**config.mk**
```make
export PLATFORM = sky130hd
export DESIGN_NAME = conv_seq_ctrl
export DESIGN_NICKNAME = d
export VERILOG_FILES = /design/src/rtl/conv_pkg.sv /design/src/rtl/conv_seq_cnt.sv /design/src/rtl/conv_seq_ctrl.sv
export SDC_FILE = /design/constraint.sdc
export NUM_CORES = 1
export LEC_CHECK = 0
export BUFFER_PORTS_ARGS = -buffer_cell sky130_fd_sc_hd__buf_4
export CAP_MARGIN = 20
export CORE_MARGIN = 4
export CORE_UTILIZATION = 43
export CTS_CLUSTER_DIAMETER = 50
export DETAILED_ROUTE_END_ITERATION = 10
export PLACE_DENSITY = 0.7
export SKIP_LAST_GASP = 1
export SYNTH_ARGS = -nofsm -noshare
export SYNTH_HDL_FRONTEND = slang
export SYNTH_SLANG_ARGS = --single-unit
```
**constraint.sdc**
```tcl
create_clock -name clk -period 1.9 [get_ports clk]
set_input_delay 0.19 -clock clk [delete_from_list [all_inputs] [get_ports clk]]
set_output_delay 0.19 -clock clk [all_outputs]
set_load 0.02 [all_outputs]
```
**src/rtl/conv_pkg.sv**
```systemverilog
// Shared types and constants for the convolution sequencer.
// Optional build macro: CONV_ZERO_FLUSH_EN (consumed by conv_seq_ctrl).
package conv_pkg;

    localparam int DATA_W = 8;
    localparam int LEN    = 3;

    typedef logic [DATA_W-1:0] data_t;

    // Full window contents; kept for the datapath side of the slice.
    typedef data_t [LEN-1:0] data_vector_t;

    typedef enum logic [2:0] {
        ST_IDLE,
        ST_FILL,
        ST_RUN,
        ST_WAIT,
        ST_FLUSH,
        ST_DONE
    } seq_state_t;

endpackage

```
**src/rtl/conv_seq_cnt.sv**
```systemverilog
// Counters for the sequencer: shift-window fill level, flush zero count and
// the saturating per-frame window counter.
// Optional build macro: CONV_ZERO_FLUSH_EN (no effect in this file).
module conv_seq_cnt
    import conv_pkg::*;
#(
    parameter int LEN   = conv_pkg::LEN,
    parameter int CNT_W = 16
) (
    input  logic                     clk,
    input  logic                     rst_n,
    input  logic                     fill_load,
    input  logic                     fill_inc,
    input  logic                     flush_clr,
    input  logic                     flush_inc,
    input  logic                     win_clr,
    input  logic                     win_inc,
    output logic [$clog2(LEN+1)-1:0] fill_cnt,
    output logic [$clog2(LEN+1)-1:0] flush_cnt,
    output logic [CNT_W-1:0]         win_cnt
);

    localparam int            FW       = $clog2(LEN + 1);
    localparam logic [FW-1:0] FILL_MAX = FW'(LEN);

    // Fill level: the first push of a frame loads 1, then counts up and
    // stops at LEN once the window is full.
    // NOTE: sequential state uses non-blocking assignments so every register
    // samples the pre-edge values, independent of statement order.
    always_ff @(posedge clk or negedge rst_n) begin
        if (!rst_n) begin
            fill_cnt <= '0;
        end else if (fill_load) begin
            fill_cnt <= FW'(1);
        end else if (fill_inc && fill_cnt != FILL_MAX) begin
            fill_cnt <= fill_cnt + 1'b1;
        end
    end

    // Number of flush zeros pushed in the current frame.
    always_ff @(posedge clk or negedge rst_n) begin
        if (!rst_n) begin
            flush_cnt <= '0;
        end else if (flush_clr) begin
            flush_cnt <= '0;
        end else if (flush_inc) begin
            flush_cnt <= flush_cnt + 1'b1;
        end
    end

    // Windows started in this frame, saturating at all-ones.
    always_ff @(posedge clk or negedge rst_n) begin
        if (!rst_n) begin
            win_cnt <= '0;
        end else if (win_clr) begin
            win_cnt <= '0;
        end else if (win_inc && win_cnt != '1) begin
            win_cnt <= win_cnt + 1'b1;
        end
    end

endmodule

```
**src/rtl/conv_seq_ctrl.sv**
```systemverilog
// Sequencer in front of the convolution datapath: feeds samples into the
// LEN-tap shift window, starts one core cycle per full window and stalls the
// stream until the core reports done.
// Optional build macro: CONV_ZERO_FLUSH_EN -- when defined, the end of a
// frame pushes LEN-1 zeros so a frame of N samples yields N windows.
module conv_seq_ctrl
    import conv_pkg::*;
#(
    parameter int LEN   = conv_pkg::LEN,
    parameter int CNT_W = 16
) (
    input  logic             clk,
    input  logic             rst_n,
    input  data_t            s_data,
    input  logic             s_valid,
    input  logic             s_last,
    output logic             s_ready,
    output data_t            sh_data,
    output logic             sh_valid,
    input  logic             sh_ready,
    output logic             core_start,
    output logic             core_last,
    input  logic             core_done,
    output logic             frame_done,
    output logic [CNT_W-1:0] win_cnt,
    output logic             err_short,
    output logic             err_spur
);

    localparam int            FW          = $clog2(LEN + 1);
    localparam logic [FW-1:0] FILL_LAST   = FW'(LEN - 1);
    localparam logic [FW-1:0] FLUSH_FINAL = FW'(LEN - 2);
`ifdef CONV_ZERO_FLUSH_EN
    localparam bit ZERO_FLUSH = 1'b1;
`else
    localparam bit ZERO_FLUSH = 1'b0;
`endif

    seq_state_t    state, state_next;
    logic [FW-1:0] fill_cnt, flush_cnt;
    logic          accepting, push;
    logic          fill_load, fill_inc, flush_clr, flush_inc, win_clr;
    logic          win_go, win_is_last, short_set, flush_set;
    logic          win_last, flushing;

    conv_seq_cnt #(
        .LEN   (LEN),
        .CNT_W (CNT_W)
    ) u_cnt (
        .clk       (clk),
        .rst_n     (rst_n),
        .fill_load (fill_load),
        .fill_inc  (fill_inc),
        .flush_clr (flush_clr),
        .flush_inc (flush_inc),
        .win_clr   (win_clr),
        .win_inc   (win_go),
        .fill_cnt  (fill_cnt),
        .flush_cnt (flush_cnt),
        .win_cnt   (win_cnt)
    );

    // State register.
    always_ff @(posedge clk or negedge rst_n) begin
        if (!rst_n) state <= ST_IDLE;
        else        state <= state_next;
    end

    // Next-state decode.
    always_comb begin
        state_next = state;
        case (state)
            ST_IDLE:  if (push) state_next = !s_last ? ST_FILL :
                                             (ZERO_FLUSH ? ST_FLUSH : ST_DONE);
            ST_FILL:  if (win_go)              state_next = ST_WAIT;
                      else if (push && s_last) state_next = ZERO_FLUSH ? ST_FLUSH : ST_DONE;
            ST_RUN:   if (win_go) state_next = ST_WAIT;
            ST_WAIT:  if (core_done) state_next = win_last ? ST_DONE :
                                                  (flushing ? ST_FLUSH : ST_RUN);
            ST_FLUSH: if (win_go) state_next = ST_WAIT;
            ST_DONE:  state_next = ST_IDLE;
            default:  state_next = ST_IDLE;
        endcase
    end

    // Handshake, push data and counter/flag controls for the current state.
    // NOTE: every signal gets a default before the case so no path leaves a
    // combinational output unassigned, which would infer a latch.
    always_comb begin
        accepting   = rst_n && (state == ST_IDLE || state == ST_FILL || state == ST_RUN);
        s_ready     = accepting & sh_ready;
        sh_valid    = accepting ? s_valid : (state == ST_FLUSH);
        sh_data     = accepting ? s_data : '0;
        push        = sh_valid & sh_ready;
        frame_done  = (state == ST_DONE);
        fill_load   = 1'b0;
        fill_inc    = 1'b0;
        flush_clr   = 1'b0;
        flush_inc   = 1'b0;
        win_clr     = 1'b0;
        win_go      = 1'b0;
        win_is_last = 1'b0;
        short_set   = 1'b0;
        flush_set   = 1'b0;
        case (state)
            ST_IDLE: if (push) begin
                fill_load = 1'b1;
                flush_clr = 1'b1;
                win_clr   = 1'b1;
                short_set = s_last & ~ZERO_FLUSH;
                flush_set = s_last & ZERO_FLUSH;
            end
            ST_FILL: if (push) begin
                fill_inc = 1'b1;
                if (fill_cnt == FILL_LAST) begin
                    win_go      = 1'b1;
                    win_is_last = s_last & ~ZERO_FLUSH;
                    flush_set   = s_last & ZERO_FLUSH;
                end else if (s_last) begin
                    short_set = ~ZERO_FLUSH;
                    win_clr   = ~ZERO_FLUSH;
                    flush_set = ZERO_FLUSH;
                end
            end
            ST_RUN: if (push) begin
                win_go      = 1'b1;
                win_is_last = s_last & ~ZERO_FLUSH;
                flush_set   = s_last & ZERO_FLUSH;
            end
            ST_FLUSH: if (push) begin
                fill_inc  = 1'b1;
                flush_inc = 1'b1;
                if (fill_cnt >= FILL_LAST) begin
                    win_go      = 1'b1;
                    win_is_last = (flush_cnt == FLUSH_FINAL);
                end
            end
            default: ;
        endcase
    end

    // Registered core handshake, frame flags and sticky error flags.
    always_ff @(posedge clk or negedge rst_n) begin
        if (!rst_n) begin
            core_start <= 1'b0;
            core_last  <= 1'b0;
            win_last   <= 1'b0;
            flushing   <= 1'b0;
            err_short  <= 1'b0;
            err_spur   <= 1'b0;
        end else begin
            core_start <= win_go;
            core_last  <= win_go & win_is_last;
            if (win_go)                         win_last  <= win_is_last;
            if (flush_set)                      flushing  <= 1'b1;
            else if (state == ST_DONE)          flushing  <= 1'b0;
            if (short_set)                      err_short <= 1'b1;
            if (core_done && state != ST_WAIT)  err_spur  <= 1'b1;
        end
    end

endmodule

```
=== After elaboration in Yosys (flattened, before gate mapping) ===
Cells that the tools add are included.

* $add $sub $neg: 3
* Multiply operators: 0
* Divide/modulo/power cells: 0
* Magnitude comparators: 1
* Eq/ne operators: 14
* Shift-type cells: 0
* Multiplexer cells: 36
* Bitwise gates (word level): 3
* Reductions and logical operators: 14

{| class="wikitable"
|+ Operator list
! cell !! count
|-
| 16-bit two-way mux || 2
|-
| 3-bit two-way mux || 7
|-
| 1-bit two-way mux || 17
|-
| 16-bit by 1-bit adder with 16-bit output (second input constant) || 1
|-
| 16-bit inequality test (second input constant) || 1
|-
| 3-bit case mux with 4 select lines || 1
|-
| 2-bit two-way mux || 4
|-
| 8-bit two-way mux || 1
|-
| 3-bit by 2-bit equality test with 1-bit output (second input constant) || 2
|-
| 3-bit equality test (second input constant) || 2
|-
| 2-bit inequality test (second input constant) || 3
|-
| 3-bit by 2-bit inequality test with 1-bit output (second input constant) || 2
|-
| 1-bit case mux with 3 select lines || 2
|-
| 2-bit nonzero test || 3
|-
| 1-bit logical AND || 5
|-
| 2-bit by 1-bit adder with 2-bit output (second input constant) || 2
|-
| 1-bit case mux with 2 select lines || 2
|-
| 4-bit AND reduction || 1
|-
| 2-bit OR reduction || 2
|-
| 1-bit AND || 3
|-
| 3-bit by 1-bit equality test with 1-bit output (second input constant) || 1
|-
| 3-bit zero test || 1
|-
| 2-bit by 1-bit equality test with 1-bit output (second input constant) || 1
|-
| 2-bit equality test (second input constant) || 1
|-
| other kinds (3) || 4
|}

* Register bits after elaboration: 28
* Latch bits: 0
* Bits in writable memories: 0
* ROM bits: 0
* Input port bits: 14
* Output and inout bits: 31
* Memories kept: 0

=== Longest topological paths before layout ===
* Depth after elaboration: 11
* Depth in mapped cells: 9
* Gate-level depth less buffers: 8

=== Cells and area by module ===
A second synthesis with hierarchy kept.

* Cell total of the unflattened synthesis: 193
* Area total of the unflattened synthesis: 1791.7 um^2

{| class="wikitable"
|+ Modules (own cells, without submodules)
! module !! instances !! cells each !! area each (um^2)
|-
| conv_seq_cnt || 1 || 114 || 1121.1
|-
| conv_seq_ctrl || 1 || 79 || 670.6
|}

=== Worst setup path before layout ===
No wires, ideal clock.

* Path type: reg2reg
* From: register u_cnt.fill_cnt[1]
* To: register u_cnt.win_cnt[3]
* Data arrival time: 1813 ps
* Required time: 1820 ps
* Setup slack: 6 ps
* Cell stages (with the launch flop): 9
* Buffers on the path: 2
* Cells stage by stage: dfrtp_1 -> ha_1 -> buf_2 -> and4bb_1 -> o311a_4 -> and2_1 -> buf_2 -> nand4_1 -> mux2i_1

* Cells in the longest elaborated chain, start to end: 6

{| class="wikitable"
|+ RTL lines
! item !! RTL line !! source
|-
| start: declaration || conv_seq_cnt.sv:18 || <nowiki>output logic [$clog2(LEN+1)-1:0] fill_cnt,</nowiki>
|-
| start signal: assignment || conv_seq_cnt.sv:36 || <nowiki>fill_cnt <= fill_cnt + 1'b1;</nowiki>
|-
| 2-bit greater-or-equal comparator / 2-bit equality test (equally long branches) || conv_seq_ctrl.sv:133, conv_seq_ctrl.sv:115 ||
|-
| 1-bit two-way mux (on tied branches) || conv_seq_ctrl.sv:133, conv_seq_ctrl.sv:115 ||
|-
| 1-bit two-way mux (on tied branches) || conv_seq_ctrl.sv:130, conv_seq_ctrl.sv:113 ||
|-
| 1-bit case mux with 3 select lines || conv_seq_ctrl.sv:105 || <nowiki>case (state)</nowiki>
|-
| 1-bit logical AND || conv_seq_cnt.sv:57 || <nowiki>end else if (win_inc && win_cnt != '1) begin</nowiki>
|-
| 2-bit nonzero test (no line) || -- ||
|-
| end signal: assignment || conv_seq_cnt.sv:58 || <nowiki>win_cnt <= win_cnt + 1'b1;</nowiki>
|-
| end: declaration || conv_seq_cnt.sv:20 || <nowiki>output logic [CNT_W-1:0] win_cnt</nowiki>
|}

Several ways; a longest one is shown, not always the timed one.
A chain may end at the register's enable or synchronous reset.

=== Worst setup path after layout ===
* From: register u_cnt.fill_cnt[0]
* To: register u_cnt.win_cnt[11]

Same word-level chain as after synthesis.

==> impl_results.md <==
* Outcome: finished, final reports clean
* Post-DP HPWL at between 3000 and 4000 um
* Mapped Cells at 188
* Total GRT Usage at 0.163
* Largest cells by area after synthesis: dfrtp_1 (41%), nand2_1 (4.6%), xor2_1 (4.1%), nor2_1 (4.0%), and2_1 (3.7%)
* CP startpoint kind: flip-flop
* DRC at 0
* Synth Area per Inst at 9.03 sq um
* Worst-Skew Late Latency at around 0.27 ns
* Layout cells sized above 1 at 0.313
* Die Width at roughly 71 um
* CTS max path bufs at 2
* Met3 usage at 0.0412
* Yosys warnings at 0
* DR WL/cell at between 10 and 15 um
* Nature of the critical path endpoint: flip-flop
* Vias at 1594
* Pin count of the biggest net entering global routing at 29
* Worst Tran Pin Value at roughly 0.35 ns
* DIE AREA at about 5000 sq um
* Met1 usage at 0.220
* CTS tree: built
* Count leader, synth: dfrtp_1
* Delay-heaviest family, CP: compound AO/OA/AOI/OAI gates
* Max-Cap Viols at 0
* Clock period minus final worst setup slack at 1.83 ns
* HP Class: in -> reg
* First-pass GRT wire length at between 6000 and 7000 um
* Slowest-stage cell, CP: o311a_4
* Bufs and invs on worst path at 2
* Critical path cell sequence: inv_1 > ha_2 > o211a_1 > o311a_4 > buf_4 > nand4_1 > xor2_1 > nor2_1
* Worst slew margin at 0.765
* Clk slew on worst S/H paths at 0.09 ns
* Skew final at 0.00595 ns
* Fraction of registers with async set/reset at 1.00
* DR iter-0 viols at 145
* Met2 usage at 0.263
* Gr ovfl total at 0
* RSZ-0062 raised after global routing: true
* Maximum clock frequency at 0.546 GHz
* Sequential element share of the synthesized area at 0.413
* Layout Area Growth over Synthesis at 31.5%
* Final period util at 0.965
* Final setup vio count at 0
* Number of vias per cell at 5.48
* Final Slew Violations at 0
* Ant. Diodes at 0
* GPL Wtd Cong at 0.828
* Cell Area, Synth at 1700 sq um
* Required @ worst endpoint at around 2.1 ns
* Crit-path max FO at 8
* WP data arrival at 2.00 ns
* CTS buffer count at 3
* WHS at 0.198 ns
* Clk root buf: clkbuf_8
* Initial antenna violation count at 0
* Busiest grt layer: met2
* Max stage delay on crit path at around 0.4 ns
* # IOs at 45
* Number of enable flip-flop cells after synthesis at 0
* Initial Util at 0.454
* Clock sinks at 28
* Number of cell rows at 22
* Final Hold Fails at 0
* DR pass1 iterations at 4
* NumNets Final at ~260
* CTS H-Tree Depth at 1
* Primary FF master, synth: dfrtp_1
* Yosys cell types at 44
* Synth area leader: dfrtp_1
* Vias in the first global route at 1439
* Die Ht at ~71 um
* Register bit total from synthesis at 28
* Final Core Density at 0.597
* Peak supply drop at about 0.00070 V
* Core Box Area at 3740 sq um
* Commonest cells post-synth: dfrtp_1 (28), nand2_1 (21), nor2_1 (18)
* Setup_tns at 0 ns
* Static Leakage at 1.08 nW
* Yosys top cell area share at 0.413
* Worst Setup Path Type: reg -> reg
* Power Dens Cells at 969 nW/um^2
* Power, Total at 2.16 mW
* IO Port Bufs at 44
* Total Routed Length at 4060 um
* Routed Antenna Nets at 0
* Syn Nets at 206
placed cells by master (no fill, tap or decap), types with 3 or more instances in the layout:
cell / synthesis / routed
inv_1: 6 / 6
nand4_1: 9 / 9
and3_1: 5 / 4
dfrtp_1: 28 / 28
clkbuf_8: 0 / 4
nand2b_1: 3 / 3
nor2_1: 18 / 18
o21ai_0: 9 / 9
ha_1: 4 / 3
mux2i_1: 4 / 4
o211ai_1: 3 / 3
and2_1: 10 / 9
o31ai_1: 3 / 3
buf_4: 4 / 60
nand3_1: 11 / 11
a21oi_1: 4 / 4
xor2_1: 8 / 8
nand2_1: 21 / 21
a211oi_1: 3 / 3
stage by stage:
step                      instance area (sq um)  cells  setup WS [ns]
after floorplan                            1700    188        0.00625
after global placement                     2130    284          0.119
after detailed placement                   2130    284         0.0545
after CTS                                  2220    290         0.0322
after global routing                       2230    291        -0.0253
final                                      2230    291         0.0670
area by class of cell:
class / count / area (sq um)
Clock buffer: 4 / 55.1
Fill cell: 346 / 1510
Inverter: 6 / 22.5
Multi-Input combinational cell: 143 / 915
Sequential cell: 28 / 701
Tap cell: 48 / 60.1
Timing Repair Buffer: 62 / 480
where the power goes:
part	leakage (nW)	switching, mW	internal [mW]	total (mW)
sequential	0.370	0.133	0.700	0.833
clock	0.0288	0.178	0.186	0.363
combinational	0.683	0.530	0.438	0.968
final timing paths:
kind                                   startpoint                 to  slack, ns  depth (start not counted)
min in group asynchronous                   rst_n           state[2]       0.51                          4
worst max register to register  u_cnt.fill_cnt[0]  u_cnt.win_cnt[11]       0.07                          8
worst min-delay path                    core_done           err_spur       0.20                          3
worst max-delay path            u_cnt.fill_cnt[0]  u_cnt.win_cnt[11]       0.07                          8
max in group asynchronous                   rst_n  u_cnt.win_cnt[15]       1.23                          4
worst min register to register           err_spur           err_spur       0.48                          1
layer usage:
layer / share of wire / vias up
met3: 0.074 / 7
met2: 0.45 / 60
met1: 0.46 / 742
met4: 0.012 / 0
met5: 0 / -
li1: - / 785
what timing repair did:
item | in CTS | in global routing
hold endpoints to repair | 28 | 0
setup buffers | 0 | 1
endpoints found under the setup margin | 0 | 18
hold buffers | 2 | 0
resized for setup | 0 | 4
cell families after synthesis:
logic type	after synthesis	synth area share
DFF	28	0.413
xor gates and xnor gates	9	0.0464
and+or+nand+nor	91	0.282
muxes	4	0.0236
buffers and inverters	17	0.0523
adders and majority gates	4	0.0295
AOI/OAI and AO/OA	35	0.154
state kept, by name, indices dropped and copies added (netlist names):
signal / count
u_cnt.win_cnt: 16
state: 3
u_cnt.fill_cnt: 2
u_cnt.flush_cnt: 2
core_last: 1
core_start: 1
err_short: 1
err_spur: 1
win_last: 1
tightest hold or removal path, cell delays in order:
cell	delay (ns)
buf_4	0.10
o21ai_0	0.07
nand2b_1	0.07
Note: power is estimated with default switching activity, not from simulation.
